$ cat src/rtl/inverter_bist.sv
// inverter_bist: built-in self-test engine for an N-channel inverter array.
// It applies a fixed vector sequence (all-zeros, all-ones, then a walking one)
// to the inverters, waits a programmable settle time after each vector, and
// compares the returned outputs against ~A. Mismatching bits are counted in a
// saturating counter and recorded in a sticky per-channel mask.
//
// Optional build macro: INVERTER_BIST_SYNC_EN
//   defined   - Q goes through a two-flop synchroniser before comparison and
//               each vector occupies SETTLE+3 cycles
//   undefined - Q is compared directly and each vector occupies SETTLE+1 cycles
//
// Ports:
//   Clock     in   system clock, rising edge
//   nReset    in   asynchronous active-low reset
//   Start     in   begin a test run (sampled only in IDLE)
//   A         out  [WIDTH] stimulus to the inverter inputs
//   Q         in   [WIDTH] inverter outputs
//   Busy      out  run in progress
//   Done      out  one-cycle pulse at the end of a run
//   Pass      out  last run had no mismatches (valid from Done to next Start)
//   ErrCount  out  [ERRW] saturating count of mismatching bits
//   ErrMask   out  [WIDTH] sticky per-channel mismatch flags
//
// state    | meaning
// ---------+-------------------------------------------------------------
// S_IDLE   | A=0, results held, waiting for Start
// S_SETTLE | vector k on A, counting settle cycles
// S_CHECK  | compare Q against ~A, accumulate errors, advance vector
// S_DONE   | Done pulse, Pass updated, return to idle

module inverter_bist #(
  parameter int WIDTH  = 4,
  parameter int SETTLE = 4,
  parameter int ERRW   = 8
) (
  input  logic             Clock,
  input  logic             nReset,
  input  logic             Start,
  output logic [WIDTH-1:0] A,
  input  logic [WIDTH-1:0] Q,
  output logic             Busy,
  output logic             Done,
  output logic             Pass,
  output logic [ERRW-1:0]  ErrCount,
  output logic [WIDTH-1:0] ErrMask
);

  localparam int V  = WIDTH + 2;
  localparam int KW = $clog2(V);
  localparam int CW = $clog2(SETTLE + 2) + 1;
  // Sum width leaves headroom for ErrCount plus a popcount of up to 16 bits.
  localparam int SW = ((ERRW > 5) ? ERRW : 5) + 1;

`ifdef INVERTER_BIST_SYNC_EN
  localparam int SETTLE_LAST = SETTLE + 1;
`else
  localparam int SETTLE_LAST = SETTLE - 1;
`endif

  typedef enum logic [1:0] {S_IDLE, S_SETTLE, S_CHECK, S_DONE} state_t;

  state_t          state;
  logic [KW-1:0]   k;
  logic [CW-1:0]   cnt;
  logic [WIDTH-1:0] q_cmp;
  logic [WIDTH-1:0] diff;
  logic [SW-1:0]   pop;
  logic [SW-1:0]   sum;
  logic [ERRW-1:0] new_cnt;

`ifdef INVERTER_BIST_SYNC_EN
  logic [WIDTH-1:0] q_s1;
  logic [WIDTH-1:0] q_s2;

  always_ff @(posedge Clock or negedge nReset) begin
    if (!nReset) begin
      q_s1 <= '0;
      q_s2 <= '0;
    end else begin
      q_s1 <= Q;
      q_s2 <= q_s1;
    end
  end

  assign q_cmp = q_s2;
`else
  assign q_cmp = Q;
`endif

  function automatic logic [WIDTH-1:0] vec_of(input logic [KW-1:0] idx);
    logic [WIDTH-1:0] v;
    v = '0;
    if (idx == KW'(1)) begin
      v = '1;
    end else begin
      for (int i = 0; i < WIDTH; i++) begin
        v[i] = (int'(idx) == i + 2);
      end
    end
    return v;
  endfunction

  // Mismatch accounting; only consumed in S_CHECK, so Q is irrelevant elsewhere.
  always_comb begin
    diff = q_cmp ^ ~A;
    pop  = '0;
    for (int i = 0; i < WIDTH; i++) begin
      pop = pop + SW'(diff[i]);
    end
    sum = SW'(ErrCount) + pop;
    if (sum > SW'({ERRW{1'b1}})) begin
      new_cnt = '1;
    end else begin
      new_cnt = sum[ERRW-1:0];
    end
  end

  always_ff @(posedge Clock or negedge nReset) begin
    if (!nReset) begin
      state    <= S_IDLE;
      A        <= '0;
      Busy     <= 1'b0;
      Done     <= 1'b0;
      Pass     <= 1'b0;
      ErrCount <= '0;
      ErrMask  <= '0;
      k        <= '0;
      cnt      <= '0;
    end else begin
      Done <= 1'b0;
      case (state)
        S_IDLE: begin
          A    <= '0;
          Busy <= 1'b0;
          if (Start) begin
            ErrCount <= '0;
            ErrMask  <= '0;
            Pass     <= 1'b0;
            k        <= '0;
            A        <= vec_of('0);
            cnt      <= '0;
            Busy     <= 1'b1;
            state    <= S_SETTLE;
          end
        end
        S_SETTLE: begin
          if (cnt == CW'(SETTLE_LAST)) begin
            state <= S_CHECK;
          end else begin
            cnt <= cnt + CW'(1);
          end
        end
        S_CHECK: begin
          ErrCount <= new_cnt;
          ErrMask  <= ErrMask | diff;
          if (k == KW'(V - 1)) begin
            // Outputs for the DONE cycle are registered on this edge.
            Busy  <= 1'b0;
            Done  <= 1'b1;
            Pass  <= (new_cnt == '0);
            A     <= '0;
            state <= S_DONE;
          end else begin
            k     <= k + KW'(1);
            A     <= vec_of(k + KW'(1));
            cnt   <= '0;
            state <= S_SETTLE;
          end
        end
        S_DONE: begin
          k     <= '0;
          state <= S_IDLE;
        end
        default: state <= S_IDLE;
      endcase
    end
  end

endmodule

$ cat config.mk
export PLATFORM = sky130hd
export DESIGN_NAME = inverter_bist
export DESIGN_NICKNAME = d
export VERILOG_FILES = /design/src/rtl/inverter_bist.sv
export SDC_FILE = /design/constraint.sdc
export NUM_CORES = 1
export LEC_CHECK = 0
export CAP_MARGIN = 20
export CORE_MARGIN = 2
export CORE_UTILIZATION = 47
export DETAILED_ROUTE_END_ITERATION = 10
export PLACE_DENSITY = 0.73
export REMOVE_ABC_BUFFERS = 1
export SYNTH_ARGS = -nofsm -noshare
export SYNTH_HDL_FRONTEND = slang
export SYNTH_SLANG_ARGS = --single-unit
$ cat constraint.sdc
create_clock -name Clock -period 2.83 [get_ports Clock]
set_clock_uncertainty 0.05 [all_clocks]
set_input_delay 0.566 -clock Clock [delete_from_list [all_inputs] [get_ports Clock]]
set_output_delay 0.566 -clock Clock [all_outputs]
set_load 0.03 [all_outputs]
==> results of run 1 <==
## synthesized netlist by cell type, drive strengths merged, types with 3 or more instances
| library cell | n | area, sq um |
|---|---|---|
| a211oi | 4 | 30.0 |
| a21oi | 13 | 65.1 |
| a22o | 4 | 35.0 |
| buf | 4 | 22.5 |
| clkbuf | 3 | 11.3 |
| dfrtp | 28 | 701 |
| fa | 3 | 60.1 |
| ha | 7 | 87.6 |
| inv | 9 | 33.8 |
| nand2 | 24 | 90.1 |
| nand3 | 5 | 25.0 |
| nor2 | 12 | 45.0 |
| o21ai | 11 | 55.1 |
| o22ai | 3 | 18.8 |
| o31ai | 5 | 37.5 |
| xnor2 | 4 | 35.0 |
| xor2 | 3 | 26.3 |
## cells in the final DEF (no fill, tap or decap), types with 2 or more instances in the layout
master / n
a211oi_1: 4
a21o_1: 2
a21oi_1: 12
a22o_1: 4
a311oi_1: 2
a31oi_1: 2
buf_4: 14
clkbuf_4: 3
clkdlybuf4s50_1: 23
dfrtp_1: 28
dlygate4sd2_1: 2
fa_2: 2
ha_1: 7
inv_1: 8
mux2i_1: 2
nand2_1: 24
nand2b_1: 2
nand3_1: 5
nand3b_1: 2
nor2_1: 11
nor3_1: 2
o21ai_0: 10
o22ai_1: 3
o31ai_1: 5
xnor2_1: 4
xor2_2: 2
## metrics by stage
stage	util [%]	setup WS (ns)	cells	total power (W)	hold WS [ns]
2_1_floorplan	-	-0.241	163	0.00116	0.220
3_3_place_gp	59.6	-0.681	247	0.00151	0.420
3_5_place_dp	59.6	-0.763	247	0.00155	0.437
4_1_cts	61.6	-0.0211	252	0.00179	0.472
5_1_grt	61.8	-0.0526	252	0.00192	0.512
6_report	61.8	0.0247	252	0.00178	0.467
## power by group
group	total, W	internal [W]	switching [W]
Clock	0.000205	0.0000791	0.000125
Combinational	0.000956	0.000439	0.000518
Sequential	0.000617	0.000486	0.000131
Total	0.00178	0.00100	0.000774
## routing by layer
layer	up-vias	GRT usage [%]	routed length (microns)
met5	-	0	0
met4	0	7.50	48
met3	5	2.90	183
met2	44	34.6	1890
met1	692	27.4	1640
li1	674	-	-
## cells by family (layout without fill, tap and decap cells)
family                   count (synthesis)  in the layout  share of synthesized area [%]
adder cells (fa/ha/maj)                 10             10                           9.23
AND/OR/NAND/NOR                         54             54                           15.9
flip-flops                              28             28                           43.8
XOR/XNOR                                 7              7                           3.83
AO/OA/AOI/OAI                           51             51                           20.4
buffers and inverters                   16             52                           4.22
multiplexers                             4              4                           2.66
## worst max-delay path: stages, from the launching register on
cell and delay, ns:
dfrtp_1 0.44, xor2_2 0.20, fa_1 0.50, inv_1 0.05
fa_2 0.36, fa_2 0.40, and4_4 0.18, a21oi_2 0.18
o2111ai_1 0.13, o31ai_1 0.24
## flip-flops by register name, summed over array words and instances (netlist names)
signal / flops
k: 3
ErrCount: 8
ErrMask: 4
cnt: 4
Pass: 1
Busy: 1
A: 4
Done: 1
state: 2
## area by class of cell
cell class                      count  area share, %
Multi-Input combinational cell    126           42.3
Sequential cell                    28           34.3
Timing Repair Buffer               39           17.2
Tap cell                           46           2.81
Clock buffer                        4           1.77
Inverter                            9           1.65
## timing repair
item	CTS	global route
gates resized for setup	9	2
buffers inserted	1	0
pin swaps	5	4
endpoints found under the setup margin	9	4
## final timing paths
check | to | slack [ns] | cells after the start
setup / recovery | Pass$_DFFE_PN0P_ | 0.02 | 9
hold / removal | ErrMask[2]$_DFFE_PN0P_ | 0.47 | 2
setup reg to reg | Pass$_DFFE_PN0P_ | 0.02 | 9
hold reg to reg | ErrMask[2]$_DFFE_PN0P_ | 0.47 | 2
max in group asynchronous | state[0]$_DFFE_PN0P_ | 1.94 | 2
min in group asynchronous | ErrCount[5]$_DFFE_PN0P_ | 0.53 | 2
==> results.sh, run 1 <==
export IMPL_numCtsBuffers=3
export IMPL_ys_types=40
export IMPL_synth_seq_cells=28
export IMPL_cts_sinks=28
export IMPL_ctsHoldBuffers=0
export IMPL_cp_startpoint="A[0]$_DFFE_PN0P_"
export IMPL_antenna_cells=0
export IMPL_start_util_pct=48.3
export IMPL_io_buffers=25
export IMPL_synthCells=170
export IMPL_slew_headroom_pct=41.1
export IMPL_async_reset_ff_share_pct=100
export IMPL_fillCellCount=291
export IMPL_crit_fanout=5
export IMPL_period_minus_slack_ns=2.81
export IMPL_fin_nets=224
export IMPL_drc=0
export IMPL_clk_latency_ns=0.35
export IMPL_clockBufferDepth=2
export IMPL_required_ns=3.04
export IMPL_fin_crit_sh_pct=99.1
export IMPL_overflow=0
export IMPL_grt_usage_pct=20.6
export IMPL_fmax_mhz=356
export IMPL_cts_tree="built"
export IMPL_grt_pass1_vias=1392
export IMPL_cp_arrival_ns=3.02
export IMPL_tightest_slew_ns=0.874
export IMPL_grt_max_degree=29
export IMPL_drt_pass1_iter_count=4
export IMPL_die_area_sq_um=3890
export IMPL_leakagePower_nw=0.921
export IMPL_antenna_found_initial=0
export IMPL_setup_tns_ns=0
export IMPL_grt_first_pass_wirelength_mm=6.35
export IMPL_io_pins=26
export IMPL_place_gp_congestion=0.827
export IMPL_multi_input_area_sq_um=865
export IMPL_powerDensity_nw_per_um2=869
export IMPL_syn_cell_area_sq_um=1600
export IMPL_place_area_sq_um=1970
export IMPL_path_clk_slew_ns=0.15
export IMPL_die_x_microns=62.4
export IMPL_worst_setup_path_end_kind="flip-flop"
export IMPL_synth_avg_cell_area_sq_um=9.41
export IMPL_wl_per_cell_microns=14.9
export IMPL_hold_violations=0
export IMPL_vias=1415
export IMPL_drt_iter0_drc=70
export IMPL_min_from="ErrMask[2]$_DFFE_PN0P_"
export IMPL_drv_slew=0
export IMPL_outcome="finished clean"
export IMPL_drive_above_1_share_pct=14.1
export IMPL_syn2layout_area_growth_pct=27.8
export IMPL_h_tree_depth=1
export IMPL_regToRegStartpoint="A[0]$_DFFE_PN0P_"
export IMPL_routed_wl_mm=3.76
export IMPL_startpoint_type="flip-flop"
export IMPL_ys_seq_area_share_pct=43.8
export IMPL_vias_per_cell=5.62
export IMPL_regArea_sq_um=701
export IMPL_synth_edf_count=0
export IMPL_yosysWarningCount=0
export IMPL_core_sq_um=3310
export IMPL_setup_viol=0
export IMPL_fp_row_count=21
export IMPL_die_height_microns=62.4
export IMPL_detailed_place_hpwl_mm=2.71
export IMPL_ant_nets=0
export IMPL_hold_path_class="flip-flop to flip-flop"
export IMPL_maxCapViolCount=0
export IMPL_critPathKind="flip-flop to flip-flop"
export IMPL_peakVddDrop_mv=0.506
export IMPL_rsz0062_at_grt="true"
export IMPL_clockRootBuffer="clkbuf_4"
export IMPL_synthFlopType="dfrtp_1"
export IMPL_final_area_sq_um=2050
(Power assumes the default switching activity.)
==> run 2, diff against run 1 <==
CORE_MARGIN = unset   (was 2)
==> results.sh, run 2 (synthesis gave the netlist of run 1 again) <==
export IMPL_vias=1421
export IMPL_setup_tns_ns=0
export IMPL_hold_path_class="flip-flop to flip-flop"
export IMPL_grt_pass1_vias=1362
export IMPL_grt_usage_pct=24.2
export IMPL_largest_register_ff_count=8
export IMPL_slowest_stage="fa_1"
export IMPL_crit_top_cell="fa_2"
export IMPL_io_pins=26
export IMPL_route_met2_wl_mm=2.04
export IMPL_period_minus_slack_ns=2.79
export IMPL_critPathKind="flip-flop to flip-flop"
export IMPL_drc=0
export IMPL_path_delay_family="adder cells"
export IMPL_wl_per_cell_microns=15.9
export IMPL_path_cells="xor2_2, fa_1, inv_2, fa_2, fa_2, and4_4, a21oi_4, o2111ai_1, o31ai_1"
export IMPL_slew_headroom_pct=52.6
export IMPL_die_area_sq_um=3640
export IMPL_fin_cells=251
export IMPL_clockBufferDepth=2
export IMPL_regMostFlops="ErrCount"
export IMPL_fmax_mhz=359
export IMPL_wl_met1_mm=1.73
export IMPL_fp_row_count=20
export IMPL_final_cell_mix="28 x dfrtp_1, 24 x nand2_1, 23 x clkdlybuf4s50_1"
export IMPL_fin_nets=225
export IMPL_die_height_microns=60.4
export IMPL_setup_viol=0
export IMPL_drive_above_1_share_pct=15.0
export IMPL_ant_nets=0
export IMPL_routed_top_layer="met4"
export IMPL_rsz0062_at_grt="true"
export IMPL_final_common_cell="dfrtp_1"
export IMPL_tightest_slew_ns=0.703
export IMPL_start_util_pct=50.8
export IMPL_leakagePower_nw=0.936
export IMPL_core_sq_um=3150
export IMPL_hold_violations=0
export IMPL_outcome="finished clean"
export IMPL_path_clk_slew_ns=0.17
export IMPL_clockRootBuffer="clkbuf_4"
export IMPL_grt_max_degree=29
export IMPL_cts_sinks=28
export IMPL_dp_slack_ns=-0.785
export IMPL_fin_crit_sh_pct=98.6
export IMPL_routed_wl_met3_microns=154
export IMPL_syn2layout_area_growth_pct=29.8
export IMPL_antenna_cells=0
export IMPL_worst_slack_ns=0.0410
export IMPL_dpl_cell_count=242
export IMPL_crit_fanout=6
export IMPL_cts_tree="built"
export IMPL_startpoint_type="flip-flop"
export IMPL_die_x_microns=60.4
export IMPL_cp_arrival_ns=3.02
export IMPL_antenna_found_initial=0
export IMPL_powerDensity_nw_per_um2=916
export IMPL_worst_setup_path_end_kind="flip-flop"
export IMPL_place_gp_congestion=0.826
export IMPL_clk_latency_ns=0.35
export IMPL_peakVddDrop_mv=0.538
export IMPL_io_buffers=25
export IMPL_drt_iter0_drc=49
export IMPL_drt_pass1_iter_count=4
export IMPL_ctsHoldBuffers=0
export IMPL_numCtsBuffers=3
export IMPL_drv_slew=0
export IMPL_post_route_util_pct=65.9
export IMPL_vias_per_cell=5.66
export IMPL_cp_buffers_inverters=1
export IMPL_required_ns=3.06
export IMPL_power_w=0.00190
export IMPL_overflow=0
export IMPL_routed_wl_mm=4.00
export IMPL_slowest_delay_ns=0.52
export IMPL_grt_first_pass_wirelength_mm=6.46
export IMPL_detailed_place_hpwl_mm=2.70
export IMPL_maxCapViolCount=0
export IMPL_h_tree_depth=1
==> run 2: worst paths after layout <==
path,start,to,slack [ns],cells after the start
hold reg to reg,ErrMask[2]$_DFFE_PN0P_,ErrMask[2]$_DFFE_PN0P_,0.45,2
setup / recovery,A[0]$_DFFE_PN0P_,Pass$_DFFE_PN0P_,0.04,9
max in group asynchronous,nReset,A[1]$_DFFE_PN0P_,1.93,2
setup reg to reg,A[0]$_DFFE_PN0P_,Pass$_DFFE_PN0P_,0.04,9
hold / removal,ErrMask[2]$_DFFE_PN0P_,ErrMask[2]$_DFFE_PN0P_,0.45,2
min in group asynchronous,nReset,cnt[0]$_DFFE_PN0P_,0.52,2
==> run 2: layer usage <==
metal / up-vias / GRT usage, %
met5: - / 0
li1: 683 / -
met4: 0 / 8.97
met3: 8 / 2.35
met2: 38 / 41.9
met1: 692 / 31.4
==> run 2: report_power, final <==
| group | total, W | leakage (nW) | internal [W] | switching, W |
|---|---|---|---|---|
| Combinational | 0.00103 | 0.527 | 0.000462 | 0.000568 |
| Clock | 0.000273 | 0.0279 | 0.000144 | 0.000129 |
| Sequential | 0.000601 | 0.381 | 0.000487 | 0.000114 |
| Total | 0.00190 | 0.936 | 0.00109 | 0.000811 |
==> run 2: cell type report <==
class / instances / area [sq um]
clock inverters: 1 / 30.0
flip-flops and latches: 28 / 701
multi-input cells: 126 / 873
clock buffers: 3 / 22.5
fillers: 273 / 1080
inverters: 9 / 33.8
well taps: 44 / 55.1
repair buffers: 40 / 362
==> run 2: worst reg2reg max path, delay by kind of cell (launching register included) <==
| kind | cells | cell delay [ns] |
|---|---|---|
| compound gates | 3 | 0.53 |
| xor+xnor | 1 | 0.17 |
| fa+ha+maj | 3 | 1.28 |
| buf+inv | 1 | 0.04 |
| flops | 1 | 0.45 |
| simple gates | 1 | 0.19 |
==> run 2: through the flow <==
stage                     hold WS [ns]  instance area [sq um]
after CTS                        0.456                   2030
after global routing             0.503                   2080
final                            0.451                   2080
after global placement           0.418                   1950
after detailed placement         0.426                   1950
after floorplan                  0.220                   1570
==> run 2: timing repair <==
action,4_1_cts,5_1_grt
setup endpoints to repair,9,5
pin swaps,7,5
resized for setup,10,4
buffers inserted,1,4
==> run 3, diff against run 2 <==
--- a/config.mk
+++ b/config.mk
@@ -8,5 +8,6 @@
 export CAP_MARGIN = 20
-export CORE_UTILIZATION = 47
+export CORE_UTILIZATION = 40
 export DETAILED_ROUTE_END_ITERATION = 10
-export PLACE_DENSITY = 0.73
+export GPL_TIMING_DRIVEN = 0
+export PLACE_DENSITY = 0.64
 export REMOVE_ABC_BUFFERS = 1
--- a/constraint.sdc
+++ b/constraint.sdc
@@ -4,2 +4,2 @@
 set_output_delay 0.566 -clock Clock [all_outputs]
-set_load 0.03 [all_outputs]
+set_load 0.01 [all_outputs]
==> results.sh, run 3 (synthesis gave the netlist of run 1 again) <==
export IMPL_antenna_found_initial=0
export IMPL_die_height_microns=65.3
export IMPL_fin_nets=215
export IMPL_cp_buffers_inverters=2
export IMPL_cts_sinks=28
export IMPL_setup_tns_ns=-0.128
export IMPL_drt_pass1_iter_count=4
export IMPL_reg2reg_depth=9
export IMPL_leakagePower_nw=0.895
export IMPL_slowest_stage="fa_1"
export IMPL_fin_crit_sh_pct=105
export IMPL_crit_fanout=5
export IMPL_worst_setup_path_end_kind="flip-flop"
export IMPL_place_gp_congestion=0.870
export IMPL_path_clk_slew_ns=0.10
export IMPL_grt_usage_pct=19.4
export IMPL_io_pins=26
export IMPL_worst_slack_ns=-0.128
export IMPL_wl_per_cell_microns=15.5
export IMPL_vias=1375
export IMPL_required_ns=2.96
export IMPL_grt_max_degree=24
export IMPL_crit_top_cell="fa_2"
export IMPL_rsz0062_at_grt="true"
export IMPL_period_minus_slack_ns=2.96
export IMPL_min_from="ErrMask[0]$_DFFE_PN0P_"
export IMPL_die_area_sq_um=4260
export IMPL_clockBufferDepth=2
export IMPL_hold_path_depth=2
export IMPL_worst_hold_path_endpoint="ErrMask[0]$_DFFE_PN0P_"
export IMPL_overflow=0
export IMPL_dp_slack_ns=-0.913
export IMPL_maxCapViolCount=0
export IMPL_power_w=0.00172
export IMPL_largest_register_ff_count=8
export IMPL_slowest_delay_ns=0.51
export IMPL_path_delay_family="adder cells"
export IMPL_h_tree_depth=1
export IMPL_antenna_cells=0
export IMPL_ant_nets=0
export IMPL_syn2layout_area_growth_pct=28.9
export IMPL_setup_viol=1
export IMPL_clk_latency_ns=0.28
export IMPL_ctsHoldBuffers=0
export IMPL_startpoint_type="primary input"
export IMPL_tightest_slew_ns=0.769
export IMPL_hold_violations=0
export IMPL_path_cells="clkdlybuf4s15_1, xor2_2, fa_1, inv_2, fa_2, fa_2, xor2_1, nor3_2, o2111ai_2, o31ai_2"
export IMPL_die_x_microns=65.3
export IMPL_fp_row_count=22
export IMPL_final_cell_mix="28 x dfrtp_1, 24 x nand2_1, 23 x clkdlybuf4s50_1"
export IMPL_grt_pass1_vias=1379
export IMPL_r2r_end="Pass$_DFFE_PN0P_"
export IMPL_outcome="finished with violations"
export IMPL_cts_tree="built"
export IMPL_hold_path_class="flip-flop to flip-flop"
export IMPL_regMostFlops="ErrCount"
export IMPL_clockRootBuffer="clkbuf_8"
export IMPL_fmax_mhz=338
export IMPL_routed_wl_mm=3.80
export IMPL_final_common_cell="dfrtp_1"
export IMPL_cp_arrival_ns=3.09
export IMPL_slew_headroom_pct=48.2
export IMPL_reg2reg_slack_ns=-0.11
export IMPL_drive_above_1_share_pct=14.2
export IMPL_peakVddDrop_mv=0.511
export IMPL_regToRegStartpoint="A[2]$_DFFE_PN0P_"
export IMPL_powerDensity_nw_per_um2=836
export IMPL_vias_per_cell=5.61
export IMPL_post_route_util_pct=55.1
export IMPL_start_util_pct=42.7
export IMPL_numCtsBuffers=3
export IMPL_detailed_place_hpwl_mm=2.72
export IMPL_drv_slew=0
export IMPL_drc=0
export IMPL_critPathKind="primary input to flip-flop"
export IMPL_io_buffers=25
export IMPL_hold_ws_ns=0.465
export IMPL_drt_iter0_drc=80
export IMPL_core_sq_um=3740
export IMPL_violations="negative setup slack"
export IMPL_grt_first_pass_wirelength_mm=6.34
run 3: how the worst max path moves through the flow:
| stage | slack, ns | to | from | cells after the start |
|---|---|---|---|---|
| CTS | -0.15 | Pass$_DFFE_PN0P_ | A[0]$_DFFE_PN0P_ | 9 |
| global route | -0.22 | Pass$_DFFE_PN0P_ | A[0]$_DFFE_PN0P_ | 9 |
| detailed placement | -0.91 | Pass$_DFFE_PN0P_ | Q[0] | 10 |
| floorplan | -0.22 | ErrCount[7]$_DFFE_PN0P_ | Q[0] | 9 |
| global placement | -0.85 | Pass$_DFFE_PN0P_ | Q[0] | 10 |
| finish | -0.13 | Pass$_DFFE_PN0P_ | Q[2] | 10 |
run 3: final cells by class:
class                   count  area [sq um]
multi-input cells         126           911
repair buffers             30           303
well taps                  48          60.1
fillers                   341          1680
inverters                   9          33.8
flip-flops and latches     28           701
clock buffers               4          55.1
run 3: metrics by stage:
| step | instance area (sq um) | instances |
|---|---|---|
| floorplan | 1570 | 163 |
| detailed placement | 1900 | 237 |
| CTS | 2020 | 245 |
| finish | 2060 | 245 |
| global placement | 1880 | 236 |
| global route | 2060 | 245 |
run 3: power breakdown:
part	internal [W]	switching, W
Sequential	0.000487	0.000136
Combinational	0.000402	0.000446
Clock	0.000125	0.000129
run 3: tightest hold or removal path, cell delays in order (launching register included):
cell and delay, ns:
dfrtp_1 0.38, nand2_1 0.06, nand2_1 0.05
run 3: timing repair:
item	CTS	global route
pin swaps	9	8
buffers inserted	4	1
resized for setup	16	9
endpoints found under the setup margin	9	8
run 3: metal layers:
metal / wire, microns / GRT usage (%) / vias up
met2: 1910 / 33.0 / 23
met4: 27 / 4.35 / 0
met5: 0 / 0 / -
met3: 110 / 4.17 / 5
li1: - / - / 658
met1: 1750 / 25.2 / 689
